## src/rtl/lmring_term.sv

```systemverilog
// lmring_term: head/tail terminator of the LMM ring.
//   Packs host requests into LMRING_BR packets toward the first ring stage, retires
//   packets returning from the last stage and hands read data / write acks back.
//   Checks in-order sequence numbers and that some unit claimed each packet (AV).
// Ports:
//   ACLK, RST                      clock, async active-high reset
//   req_*                          host request (val/rdy, rw, ty, col, a, dm, d)
//   lmring_bout_nemp/bout/bout_ful packet toward first stage
//   lmring_bin_nemp/bin/bin_ful    packet from last stage
//   rsp_*                          host response (val/rdy, rw, d)
//   drain, drain_done              stop issue and wait for an empty ring
//   err_av, err_sq                 sticky: unclaimed packet, sequence error
//   outst                          packets in flight
// Optional: LMRING_TERM_TIMEOUT_EN adds a watchdog and the err_tmo output.

`ifndef LMRING_BR_BITS
`define LMRING_DATA_BITS 32
`define LMRING_BR_BITS   118
`define LMRING_BR_D      31:0
`define LMRING_BR_DM     63:32
`define LMRING_BR_A      94:64
`define LMRING_BR_AV     95
`define LMRING_BR_SQ     111:96
`define LMRING_BR_SQ_W   16
`define LMRING_BR_COL    113:112
`define LMRING_BR_TY     116:114
`define LMRING_BR_RW     117
`endif

module lmring_term #(
  parameter int unsigned MAX_OUTST = 8,
  parameter int unsigned SQ_W      = 16,
  parameter int unsigned TMO_CYC   = 1024
) (
  input  logic                          ACLK,
  input  logic                          RST,
  input  logic                          req_val,
  output logic                          req_rdy,
  input  logic                          req_rw,
  input  logic [2:0]                    req_ty,
  input  logic [1:0]                    req_col,
  input  logic [30:0]                   req_a,
  input  logic [31:0]                   req_dm,
  input  logic [`LMRING_DATA_BITS-1:0]  req_d,
  output logic                          lmring_bout_nemp,
  output logic [`LMRING_BR_BITS-1:0]    lmring_bout,
  input  logic                          lmring_bout_ful,
  input  logic                          lmring_bin_nemp,
  input  logic [`LMRING_BR_BITS-1:0]    lmring_bin,
  output logic                          lmring_bin_ful,
  output logic                          rsp_val,
  input  logic                          rsp_rdy,
  output logic                          rsp_rw,
  output logic [`LMRING_DATA_BITS-1:0]  rsp_d,
  input  logic                          drain,
  output logic                          drain_done,
  output logic                          err_av,
  output logic                          err_sq,
  output logic [7:0]                    outst
`ifdef LMRING_TERM_TIMEOUT_EN
  , output logic                        err_tmo
`endif
);

  localparam int unsigned DW = `LMRING_DATA_BITS;
  localparam int unsigned BW = `LMRING_BR_BITS;

  // Elaboration-time sanity of the parameter set
  if (MAX_OUTST < 1 || MAX_OUTST > 255 || SQ_W != `LMRING_BR_SQ_W ||
      TMO_CYC < 1 || TMO_CYC > 65535) begin : g_param_err
    $error("lmring_term: illegal parameter set");
  end

  typedef enum logic [1:0] {ST_RUN, ST_DRAIN, ST_DONE} state_t;

  state_t          state_q, state_d;
  logic [SQ_W-1:0] sq_tx_q, sq_tx_d, sq_rx_q, sq_rx_d;
  logic [7:0]      outst_q, outst_d;
  logic            bout_nemp_q, bout_nemp_d;
  logic [BW-1:0]   bout_q, bout_d;
  logic            rsp_val_q, rsp_val_d, rsp_rw_q, rsp_rw_d;
  logic [DW-1:0]   rsp_d_q, rsp_d_d;
  logic            err_av_q, err_av_d, err_sq_q, err_sq_d;
`ifdef LMRING_TERM_TIMEOUT_EN
  logic [15:0]     wdog_q, wdog_d;
  logic            err_tmo_q, err_tmo_d;
`endif

  logic            issue_c, take_c;
  logic [SQ_W-1:0] bin_sq_c;
  logic            unused_bin_c;

  // Issue may reuse the output slot in the same cycle it drains
  assign req_rdy        = (state_q == ST_RUN) && (outst_q < 8'(MAX_OUTST)) &&
                          (!bout_nemp_q || !lmring_bout_ful);
  assign lmring_bin_ful = rsp_val_q && !rsp_rdy;
  assign issue_c        = req_val && req_rdy;
  assign take_c         = lmring_bin_nemp && !lmring_bin_ful;
  assign bin_sq_c       = lmring_bin[`LMRING_BR_SQ];
  assign unused_bin_c   = ^{lmring_bin[`LMRING_BR_TY], lmring_bin[`LMRING_BR_COL],
                            lmring_bin[`LMRING_BR_A], lmring_bin[`LMRING_BR_DM]};

  // Next-state logic
  always_comb begin
    state_d     = state_q;
    sq_tx_d     = sq_tx_q;
    sq_rx_d     = sq_rx_q;
    outst_d     = outst_q;
    bout_nemp_d = bout_nemp_q;
    bout_d      = bout_q;
    rsp_val_d   = rsp_val_q;
    rsp_rw_d    = rsp_rw_q;
    rsp_d_d     = rsp_d_q;
    err_av_d    = err_av_q;
    err_sq_d    = err_sq_q;
`ifdef LMRING_TERM_TIMEOUT_EN
    wdog_d      = wdog_q;
    err_tmo_d   = err_tmo_q;
`endif

    // Injection side
    if (issue_c) begin
      bout_nemp_d = 1'b1;
      bout_d      = {req_rw, req_ty, req_col, sq_tx_q, 1'b0, req_a, req_dm, req_d};
      sq_tx_d     = sq_tx_q + SQ_W'(1);
    end else if (bout_nemp_q && !lmring_bout_ful) begin
      bout_nemp_d = 1'b0;
    end

    // Retire side: single response register
    if (take_c) begin
      rsp_val_d = 1'b1;
      rsp_rw_d  = lmring_bin[`LMRING_BR_RW];
      rsp_d_d   = lmring_bin[`LMRING_BR_RW] ? '0 : lmring_bin[`LMRING_BR_D];
      sq_rx_d   = bin_sq_c + SQ_W'(1);
      if (bin_sq_c != sq_rx_q || outst_q == 8'd0) err_sq_d = 1'b1;
      if (!lmring_bin[`LMRING_BR_AV]) err_av_d = 1'b1;
    end else if (rsp_rdy) begin
      rsp_val_d = 1'b0;
    end

    // In-flight count; a stray retire at zero is clamped
    if (issue_c && !take_c)                         outst_d = outst_q + 8'd1;
    else if (take_c && !issue_c && outst_q != 8'd0) outst_d = outst_q - 8'd1;

    unique case (state_q)
      ST_RUN:   if (drain) state_d = ST_DRAIN;
      ST_DRAIN: begin
        if (!drain) state_d = ST_RUN;
        else if (outst_q == 8'd0 && !bout_nemp_q && !rsp_val_q) state_d = ST_DONE;
      end
      ST_DONE:  if (!drain) state_d = ST_RUN;
      default:  state_d = ST_RUN;
    endcase

`ifdef LMRING_TERM_TIMEOUT_EN
    // Watchdog: abandon in-flight packets after TMO_CYC silent cycles
    if (take_c || outst_q == 8'd0) begin
      wdog_d = '0;
    end else if (wdog_q == 16'(TMO_CYC - 1)) begin
      wdog_d    = '0;
      err_tmo_d = 1'b1;
      state_d   = ST_DONE;
      outst_d   = '0;
      sq_rx_d   = sq_tx_d;
    end else begin
      wdog_d = wdog_q + 16'd1;
    end
`endif
  end

  // State registers
  always_ff @(posedge ACLK or posedge RST) begin
    if (RST) begin
      state_q     <= ST_RUN;
      sq_tx_q     <= '0;
      sq_rx_q     <= '0;
      outst_q     <= '0;
      bout_nemp_q <= 1'b0;
      bout_q      <= '0;
      rsp_val_q   <= 1'b0;
      rsp_rw_q    <= 1'b0;
      rsp_d_q     <= '0;
      err_av_q    <= 1'b0;
      err_sq_q    <= 1'b0;
`ifdef LMRING_TERM_TIMEOUT_EN
      wdog_q      <= '0;
      err_tmo_q   <= 1'b0;
`endif
    end else begin
      state_q     <= state_d;
      sq_tx_q     <= sq_tx_d;
      sq_rx_q     <= sq_rx_d;
      outst_q     <= outst_d;
      bout_nemp_q <= bout_nemp_d;
      bout_q      <= bout_d;
      rsp_val_q   <= rsp_val_d;
      rsp_rw_q    <= rsp_rw_d;
      rsp_d_q     <= rsp_d_d;
      err_av_q    <= err_av_d;
      err_sq_q    <= err_sq_d;
`ifdef LMRING_TERM_TIMEOUT_EN
      wdog_q      <= wdog_d;
      err_tmo_q   <= err_tmo_d;
`endif
    end
  end

  assign lmring_bout_nemp = bout_nemp_q;
  assign lmring_bout      = bout_q;
  assign rsp_val          = rsp_val_q;
  assign rsp_rw           = rsp_rw_q;
  assign rsp_d            = rsp_d_q;
  assign err_av           = err_av_q;
  assign err_sq           = err_sq_q;
  assign outst            = outst_q;
  assign drain_done       = (state_q == ST_DONE);
`ifdef LMRING_TERM_TIMEOUT_EN
  assign err_tmo          = err_tmo_q;
`endif

endmodule
```

## config.mk

```make
export PLATFORM = sky130hd
export DESIGN_NAME = lmring_term
export DESIGN_NICKNAME = d
export VERILOG_FILES = /design/src/rtl/lmring_term.sv
export SDC_FILE = /design/constraint.sdc
export NUM_CORES = 1
export LEC_CHECK = 0
export BUFFER_PORTS_ARGS = -buffer_cell sky130_fd_sc_hd__buf_4
export CAP_MARGIN = 25
export CORE_ASPECT_RATIO = 0.5
export CORE_MARGIN = 2
export CORE_UTILIZATION = 48
export CTS_BUF_LIST = sky130_fd_sc_hd__clkbuf_4
export DETAILED_ROUTE_END_ITERATION = 8
export PLACE_DENSITY = 0.82
export REMOVE_ABC_BUFFERS = 1
export SYNTH_ARGS = -nofsm -noshare
export SYNTH_HDL_FRONTEND = slang
export SYNTH_SLANG_ARGS = --single-unit
```

## constraint.sdc

```tcl
create_clock -name ACLK -period 8.5 [get_ports ACLK]
set_clock_uncertainty 0.15 [all_clocks]
set_input_delay 0.85 -clock ACLK [delete_from_list [all_inputs] [get_ports ACLK]]
set_output_delay 0.85 -clock ACLK [all_outputs]
set_load 0.01 [all_outputs]
```

==> impl_metrics.json, run 1 <==
{
  "core_area_mm2": 0.0166,
  "hold_viol_final": 0,
  "hold_buffers": 0,
  "synth_area_per_cell_um2": 9.32,
  "ctsLongestPathBuffers": 2,
  "endpoint_kind": "register",
  "cts.sinks": 196,
  "hp-class": "primary input to asynchronous set/reset pin",
  "num_vias": 6855,
  "syn_to_final_growth_pct": 36.4,
  "start_util_pct": 49.7,
  "p_leak_nw": 5.97,
  "ys_warn_count": 0,
  "switching_share_pct": 35.1,
  "clk_latency_ns": 0.57,
  "relSlewSlack_pct": 43.0,
  "drt-initial-drc-count": 410,
  "reg2reg_to": "outst[7]",
  "grt-ovfl-total": 0,
  "cp-start-kind": "register",
  "grt_usage_pct": 22.7,
  "seq_area_frac_synth_pct": 59.5,
  "register_area_mm2": 0.00490,
  "cts_tree": "done",
  "post-dp-hpwl_um": 14800,
  "vdd_drop_max_mv": 0.150,
  "syn_area_mm2": 0.00824,
  "dp.cells": 1397,
  "met1_length_um": 8670,
  "cp_slowest_cell": "buf_4",
  "multi_input_area_mm2": 0.00316,
  "post_drt_wl_per_cell_um": 14.2,
  "synthTopCellsByArea": "dfrtp_1 (60%), nand2_1 (19%), xnor2_1 (4.1%), o21ai_0 (3.0%), nand2b_1 (2.7%)",
  "drv_cap": 0,
  "reg2regPathDepth": 10,
  "cts_setup_buffers": 0,
  "avgViaCountPerCell": 4.79,
  "fmax_mhz": 271,
  "htree_levels": 4,
  "rsz0062_at_grt": "false",
  "power.density_mw_per_mm2": 271,
  "wl_met2_um": 9860,
  "internal-power_mw": 1.97,
  "die-width_um": 189,
  "pin_count": 392,
  "worstPathRequired_ns": 8.85,
  "root_buffer": "clkbuf_4",
  "synthArstFlopShare_pct": 100,
  "die_h_um": 96.7,
  "cts_buffers": 17,
  "status": "completed",
  "drcViolationCount": 0,
  "wl_met3_um": 1380,
  "max_stage_delay_ns": 0.62,
  "min_period_over_period_pct": 43.5,
  "cts_resized": 0,
  "crit_path_cell_trace": "nand2b_1, nand2_2, buf_4, nand2_1, ha_1, nand2_1, o311ai_0, o31ai_1, mux2i_1, xor2_1",
  "finalNonFillerCells": 1431,
  "crit_top_cell": "nand2_1",
  "path_class": "register to register",
  "p_seq_share_pct": 45.8,
  "power_frac_clock_pct": 18.2,
  "path_clk_slew_ns": 0.17,
  "fin_nets": 1426,
  "gp_congestion": 0.871,
  "yosysTopAreaCell": "dfrtp_1",
  "grt_pass1_wl_um": 33500,
  "p_switching_mw": 1.07,
  "highest_layer": "met4",
  "antenna_found_initial": 1,
  "antenna_left": 0,
  "yosysMostFrequentCell": "nand2_1",
  "r2r_slack_ns": 4.81,
  "finalCriticalPeriod_ns": 3.69,
  "synth_cell_type_count": 40,
  "timing.rr.start": "rsp_val",
  "grt_pass1_vias": 6744,
  "dr.pass1.iters": 5,
  "netlist.area_leader.share_pct": 59.5,
  "synthTopCellsByCount": "nand2_1 (417), dfrtp_1 (196), o21ai_0 (49)",
  "rows": 33,
  "tightestPinTransition_ns": 0.854,
  "synth_cells": 884,
  "drive_gt1_share_pct": 31.3,
  "total_power_mw": 3.04,
  "synth_edf_count": 0,
  "drt_wl_total_um": 20300,
  "finalMaxSlewViolations": 0,
  "cp_max_fo": 99,
  "n_fill_cell": 1339,
  "ys_ff_latch": 196,
  "finalSetupViolCount": 0,
  "grt_max_degree": 120,
  "port_buffers": 322,
  "combPwrFrac_pct": 36.1,
  "synthFlopType": "dfrtp_1",
  "dieArea_mm2": 0.0183,
  "worstPathArrival_ns": 4.04
}
==> worst max-delay path: cells and delay by family (launching register included) <==
| kind | cells | cell delay [ns] |
|---|---|---|
| simple gates | 4 | 0.82 |
| flops | 1 | 0.46 |
| compound gates | 2 | 0.74 |
| mux | 1 | 0.20 |
| xor+xnor | 1 | 0.16 |
| buf+inv | 1 | 0.62 |
| fa+ha+maj | 1 | 0.47 |
==> cell families after synthesis <==
| family | share of synthesized area [%] |
|---|---|
| buf+inv | 2.37 |
| flops | 59.5 |
| simple gates | 25.7 |
| mux | 1.08 |
| compound gates | 4.13 |
| xor+xnor | 5.53 |
| other cells | 0.0455 |
| fa+ha+maj | 1.61 |
==> state kept, by name (all words and copies together) (netlist names) <==
| register | cells |
|---|---|
| err_av | 1 |
| rsp_rw | 1 |
| outst | 8 |
| sq_tx_q | 16 |
| rsp_d | 32 |
| lmring_bout_nemp | 1 |
| lmring_bout | 117 |
| err_sq | 1 |
| rsp_val | 1 |
| state_q | 2 |
| sq_rx_q | 16 |
==> metrics by stage <==
stage          area (µm²)  setup TNS, ns  util (%)  hold WS (ns)  worst slack, ns
2_1_floorplan        8070          -2.82         -         0.295           -0.698
3_3_place_gp        10800              0      65.2         0.309             4.35
3_5_place_dp        10900              0      65.6         0.314             4.22
4_1_cts             11200              0      67.6         0.246             4.78
5_1_grt             11200              0      67.7         0.223             4.47
6_report            11200              0      67.7         0.205             4.81
==> how the worst max path moves through the flow <==
stage	start	endpoint	slack, ns	depth (start not counted)
after detailed placement	rsp_rdy	outst[7]	4.22	11
after global routing	rsp_val	outst[7]	4.47	10
after global placement	rsp_rdy	outst[7]	4.35	11
after CTS	rsp_val	outst[7]	4.78	10
final	rsp_val	outst[7]	4.81	10
after floorplan	lmring_bout_ful	outst[7]	-0.70	9
==> cell usage in the layout, fill, tap and decap left out, drive strengths merged, types with 2 or more instances in the layout <==
| master | n |
|---|---|
| bufinv | 2 |
| inv | 14 |
| nor2 | 9 |
| o21ai | 49 |
| dfrtp | 196 |
| clkbuf | 17 |
| xor2 | 13 |
| mux2 | 7 |
| a21oi | 3 |
| or3 | 2 |
| o21bai | 2 |
| nand2 | 417 |
| xnor2 | 39 |
| and4 | 2 |
| and3 | 3 |
| nand2b | 36 |
| nand4 | 9 |
| nor3 | 6 |
| nor4 | 5 |
| clkinv | 5 |
| buf | 329 |
| nand3 | 13 |
| or4 | 2 |
| ha | 9 |
==> area by class of cell <==
class | count | area share [%]
Antenna cell | 1 | 0.0223
Clock buffer | 17 | 1.14
Clock inverter | 15 | 1.87
Inverter | 7 | 0.300
Multi-Input combinational cell | 639 | 28.1
Sequential cell | 196 | 43.6
Tap cell | 227 | 2.53
Timing Repair Buffer | 329 | 22.4
==> power groups by stage <==
stage / registers [mW] / clock network [mW] / logic (mW)
5_1_grt: 1.43 / 0.613 / 1.21
6_report: 1.39 / 0.552 / 1.10
4_1_cts: 1.39 / 0.574 / 1.11
3_5_place_dp: 1.42 / 0 / 1.11
2_1_floorplan: 1.52 / 0 / 0.383
3_3_place_gp: 1.40 / 0 / 1.07
==> per-layer routing <==
metal	global-route usage [%]	vias up
li1	-	3391
met1	29.1	3205
met2	37.7	223
met3	6.17	36
met4	6.92	0
met5	0	-
Power figures use the tool's default switching activity.
==> inputs of run 2 (changes only) <==
- ABC_AREA: default -> 1
- clock period: 8.5 -> 3.6 ns (I/O delays scaled with it)
==> run 2 against run 1 <==
Compared with the run above:
- worst setup slack worse by 4.3 ns
- clock power is 120% higher
- first-iteration DRC count is 49% higher
- cell count is 17% higher
- clock-buffer cell count is 2 higher
- area after synthesis is 2.6% higher
==> impl_metrics.json, run 2 <==
{
  "pin_count": 392,
  "grt_pass1_vias": 8842,
  "post_dp_cell_area_mm2": 0.0111,
  "worstPathArrival_ns": 3.40,
  "grt_pass1_wl_um": 44000,
  "syn_to_final_growth_pct": 52.7,
  "seq_area_frac_synth_pct": 58.0,
  "post-dp-hpwl_um": 16600,
  "ctsLongestPathBuffers": 2,
  "grt_usage_pct": 29.9,
  "num_vias": 8546,
  "rows": 34,
  "finalInstanceArea_mm2": 0.0129,
  "drive_gt1_share_pct": 26.2,
  "largest_reg_flops": 117,
  "cp_max_fo": 52,
  "total_power_mw": 6.46,
  "layout_common_cells": "nand2_1 (436), buf_4 (329), dfrtp_1 (196), dlygate4sd3_1 (157), inv_1 (53)",
  "cp_slowest_cell": "clkinv_1",
  "synth_area_per_cell_um2": 8.82,
  "drt-initial-drc-count": 611,
  "root_buffer": "clkbuf_4",
  "cts_resized": 0,
  "start_util_pct": 48.8,
  "synthArstFlopShare_pct": 100,
  "max_stage_delay_ns": 0.67,
  "drt_wl_total_um": 27500,
  "htree_levels": 4,
  "finalCriticalPeriod_ns": 3.08,
  "synthTopCellsByCount": "nand2_1 (437), dfrtp_1 (196), inv_1 (54)",
  "antenna_found_initial": 1,
  "cts.sinks": 196,
  "drcViolationCount": 0,
  "p_leak_nw": 7.06,
  "final_common_cell": "nand2_1",
  "synth_edf_count": 0,
  "setup_ws_ns": 0.522,
  "yosysTopAreaCell": "dfrtp_1",
  "cts_tree": "done",
  "hp-class": "primary input to register",
  "port_buffers": 322,
  "die-width_um": 192,
  "core_area_mm2": 0.0173,
  "dr.pass1.iters": 6,
  "drv_cap": 0,
  "relSlewSlack_pct": 42.9,
  "synthFlopType": "dfrtp_1",
  "min_period_over_period_pct": 85.5,
  "endpoint_kind": "register",
  "syn_area_mm2": 0.00845,
  "crit_path_cell_trace": "dlygate4sd3_1, buf_4, inv_1, nand2_1, nand2_2, buf_4, clkinv_1, nor2_1, a31oi_1, dlygate4sd3_1",
  "finalMaxSlewViolations": 0,
  "rsz0062_at_grt": "false",
  "avgViaCountPerCell": 5.10,
  "fin_setup_tns_ns": 0,
  "path_class": "primary input to register",
  "gp_congestion": 0.868,
  "post_drt_wl_per_cell_um": 16.4,
  "cts_setup_buffers": 0,
  "dieArea_mm2": 0.0188,
  "yosysMostFrequentCell": "nand2_1",
  "synthTopCellsByArea": "dfrtp_1 (58%), nand2_1 (19%), a22o_1 (3.3%), xor2_1 (2.7%), inv_1 (2.4%)",
  "cp-start-kind": "primary input",
  "fmax_mhz": 325,
  "hold_buffers": 156,
  "clk_latency_ns": 0.56,
  "grt_max_degree": 122,
  "netlist.area_leader.share_pct": 58.0,
  "finalSetupViolCount": 0,
  "status": "completed",
  "vdd_drop_max_mv": 0.343,
  "tightestPinTransition_ns": 0.857,
  "synth_cells": 958,
  "utilization_pct": 74.5,
  "die_h_um": 97.8,
  "worstPathRequired_ns": 3.92,
  "fin_nets": 1663,
  "place_ws_ns": 0.992,
  "ys_warn_count": 0,
  "path_clk_slew_ns": 0.17,
  "power.density_mw_per_mm2": 500,
  "grt-ovfl-total": 0,
  "synth_cell_type_count": 32,
  "ys_ff_latch": 196,
  "hold_viol_final": 0,
  "cts_buffers": 17,
  "antenna_left": 0
}
-- run 2: area by class of cell --
class | instances | area [µm²]
flip-flops and latches | 196 | 4900
fillers | 1113 | 4410
repair buffers | 488 | 4080
multi-input cells | 667 | 3120
well taps | 234 | 293
inverters | 57 | 223
clock buffers | 19 | 143
clock inverters | 13 | 138
diodes | 1 | 2.50
-- run 2: critical path: cells and delay by family --
family,cells,cell delay (ns)
buf+inv,6,2.47
compound gates,1,0.06
simple gates,3,0.48
-- run 2: path summary, 6_finish.rpt --
path / end / slack [ns] / from / cells past startpoint
setup / recovery: sq_rx_q[6] / 0.52 / rsp_rdy / 10
hold / removal: sq_rx_q[4] / 0.1 / lmring_bin[100] / 5
setup reg to reg: sq_rx_q[6] / 0.64 / rsp_val / 7
hold reg to reg: sq_tx_q[7] / 0.34 / sq_tx_q[7] / 1
max in group asynchronous: lmring_bout[52] / 2.06 / RST / 4
min in group asynchronous: sq_rx_q[8] / 0.33 / RST / 3
-- run 2: stage by stage --
stage          std cells  hold slack, ns
3_3_place_gp        1485           0.301
2_1_floorplan        920           0.292
5_1_grt             1675          0.0774
4_1_cts             1673         0.00996
6_report            1675          0.0982
3_5_place_dp        1485           0.313
-- run 2: logic make-up (layout without fill, tap and decap cells) --
group	after synthesis	after routing	share of synthesized area, %
compound gates	77	77	6.08
xor+xnor	31	31	3.21
fa+ha+maj	10	10	1.57
buf+inv	95	577	5.20
flops	196	196	58.0
other cells	1	2	0.0444
simple gates	548	548	25.9
-- run 2: power by group --
part           leakage [nW]  internal, mW  switching [mW]
clock network         0.158         0.383           0.820
logic                  4.32          1.13            1.10
registers              2.58          2.68           0.348
total                  7.06          4.19            2.27
-- run 2: per-layer routing --
layer	global-route usage (%)	up-vias	share of wire, %
met2	52.4	369	51
met4	16.1	0	5.0
met5	0	-	0
met3	6.15	114	5.5
li1	-	3943	-
met1	34.7	4120	38
==> inputs of run 3 (changes only) <==
- ABC_AREA: 1 -> default
==> run 3 against run 2 <==
Compared with the run above:
- clock-buffer cell count down 1
- global-route usage down 2.3 points
- power up 13%
- wire length down 7.8%
- core utilization up 2.1 points
- first-iteration DRC count down 25%
- sequential power up 10%
- non-clock buffer count down 3
- critical path depth down 1
- hold slack worse by 0.0054 ns
- worst setup slack worse by 0.24 ns
- critical endpoint is now outst[7]
- largest cell class unchanged
- largest power group unchanged
==> impl_metrics.json, run 3 (same netlist as run 1, synthesis figures left out) <==
{
  "status": "completed",
  "port_buffers": 322,
  "dp.cells": 1397,
  "antenna_found_initial": 0,
  "max_stage_delay_ns": 0.55,
  "grt_pass1_vias": 8256,
  "p_leak_nw": 6.59,
  "hold_ws_ns": 0.0928,
  "grt-ovfl-total": 0,
  "switching_share_pct": 36.6,
  "drt-initial-drc-count": 457,
  "grt_pass1_wl_um": 40400,
  "cts_setup_buffers": 0,
  "crit_path_cell_trace": "or4_4, nor4_4, nand2_1, ha_1, a211oi_1, o311ai_1, o31ai_1, mux2i_1, xor2_1",
  "post-dp-hpwl_um": 15000,
  "rsz0062_at_grt": "false",
  "hp-class": "primary input to asynchronous set/reset pin",
  "largest_reg_flops": 117,
  "clk_latency_ns": 0.58,
  "fin_setup_tns_ns": 0,
  "finalSetupViolCount": 0,
  "worstPathArrival_ns": 3.69,
  "wl_met2_um": 12700,
  "antenna_left": 0,
  "fmax_mhz": 301,
  "drive_gt1_share_pct": 27.7,
  "wl_met3_um": 1730,
  "syn_to_final_growth_pct": 54.3,
  "endpoint_kind": "register",
  "p_switching_mw": 2.67,
  "start_util_pct": 49.7,
  "critical_path.top_delay_family": "simple AND/OR/NAND/NOR gates",
  "hold_viol_final": 0,
  "power_frac_clock_pct": 15.8,
  "layout_common_cells": "nand2_1 (416), buf_4 (327), dfrtp_1 (196), dlygate4sd3_1 (156), o21ai_0 (49)",
  "path_clk_slew_ns": 0.20,
  "gp_congestion": 0.865,
  "met1_length_um": 9850,
  "fin_nets": 1582,
  "finalMaxSlewViolations": 0,
  "root_buffer": "clkbuf_4",
  "worstPathRequired_ns": 3.97,
  "highest_layer": "met4",
  "grt_usage_pct": 27.6,
  "htree_levels": 4,
  "cp_num_buf_inv": 0,
  "cp_max_fo": 11,
  "rows": 33,
  "avgViaCountPerCell": 4.96,
  "final_common_cell": "nand2_1",
  "grt_max_degree": 138,
  "cts_buffers": 17,
  "ctsLongestPathBuffers": 2,
  "dr.pass1.iters": 6,
  "cts_tree": "done",
  "cp-start-kind": "register",
  "cp_slowest_cell": "or4_4",
  "core_area_mm2": 0.0166,
  "die-width_um": 189,
  "combPwrFrac_pct": 38.7,
  "cts.sinks": 196,
  "tightestPinTransition_ns": 0.838,
  "pin_count": 392,
  "post_drt_wl_per_cell_um": 16.0,
  "vdd_drop_max_mv": 0.338,
  "finalNonFillerCells": 1586,
  "total_power_mw": 7.30,
  "drcViolationCount": 0,
  "p_seq_share_pct": 45.5,
  "relSlewSlack_pct": 44.2,
  "min_period_over_period_pct": 92.2,
  "drt_wl_total_um": 25300,
  "path_class": "register to register",
  "internal-power_mw": 4.63,
  "dieArea_mm2": 0.0183,
  "drv_cap": 0,
  "num_antenna_cells": 0,
  "power.density_mw_per_mm2": 574,
  "die_h_um": 96.7,
  "num_vias": 7864,
  "finalCriticalPeriod_ns": 3.32
}
[run 3: cell count changes in the layout (fill, tap and decap cells not counted), moves of 19 or more]
cell	change
xnor2_1	+34
a22o_1	-32
inv_1	-47
nor2_1	-38
o21ai_0	+19
nand2b_1	+36
nand2_1	-20
[run 3: through the flow]
stage	util [%]	instance area (µm²)	setup slack [ns]
2_1_floorplan	-	8070	-5.53
5_1_grt	76.6	12700	0.0879
3_3_place_gp	65.4	10900	0.330
3_5_place_dp	65.4	10900	0.164
4_1_cts	76.4	12700	0.165
6_report	76.6	12700	0.282
[run 3: path summary, 6_finish.rpt]
check                      slack, ns              end             from  depth (start not counted)
max                             0.28         outst[7]         outst[5]                          9
min in group ACLK               0.14         rsp_d[1]  lmring_bin[117]                          3
max reg2reg                     0.28         outst[7]         outst[5]                          9
min                             0.09  lmring_bout[58]              RST                          3
max in group asynchronous       2.03  lmring_bout[77]              RST                          5
min reg2reg                     0.35  lmring_bout[51]  lmring_bout[51]                          2
[run 3: layer usage]
metal,up-vias,track usage [%]
li1,3710,-
met1,3728,31.7
met2,334,48.5
met3,92,7.15
met4,0,12.8
met5,-,0
[run 3: area by class of cell]
cell class / instances / area, µm²
repair buffers: 485 / 4060
clock inverters: 14 / 139
flip-flops and latches: 196 / 4900
fillers: 1022 / 3880
well taps: 227 / 284
inverters: 7 / 33.8
multi-input cells: 639 / 3160
clock buffers: 18 / 135
[run 3: what timing repair did]
action,4_1_cts,5_1_grt
setup endpoints to repair,0,1
gates resized for setup,0,1
endpoints found under the hold margin,291,1
hold buffers,155,1
[run 3: power by group through the flow]
stage / registers (mW) / logic (mW) / clock network, mW
6_report: 3.33 / 2.82 / 1.15
5_1_grt: 3.41 / 3.07 / 1.28
4_1_cts: 3.29 / 2.77 / 1.19
3_5_place_dp: 3.35 / 2.62 / 0
3_3_place_gp: 3.30 / 2.54 / 0
2_1_floorplan: 3.59 / 0.903 / 0
[run 3: worst register-to-register path: stages, from the launching register on]
cell	delay, ns
dfrtp_1	0.50
or4_4	0.55
nor4_4	0.24
nand2_1	0.31
ha_1	0.40
a211oi_1	0.22
o311ai_1	0.17
o31ai_1	0.30
mux2i_1	0.26
xor2_1	0.16
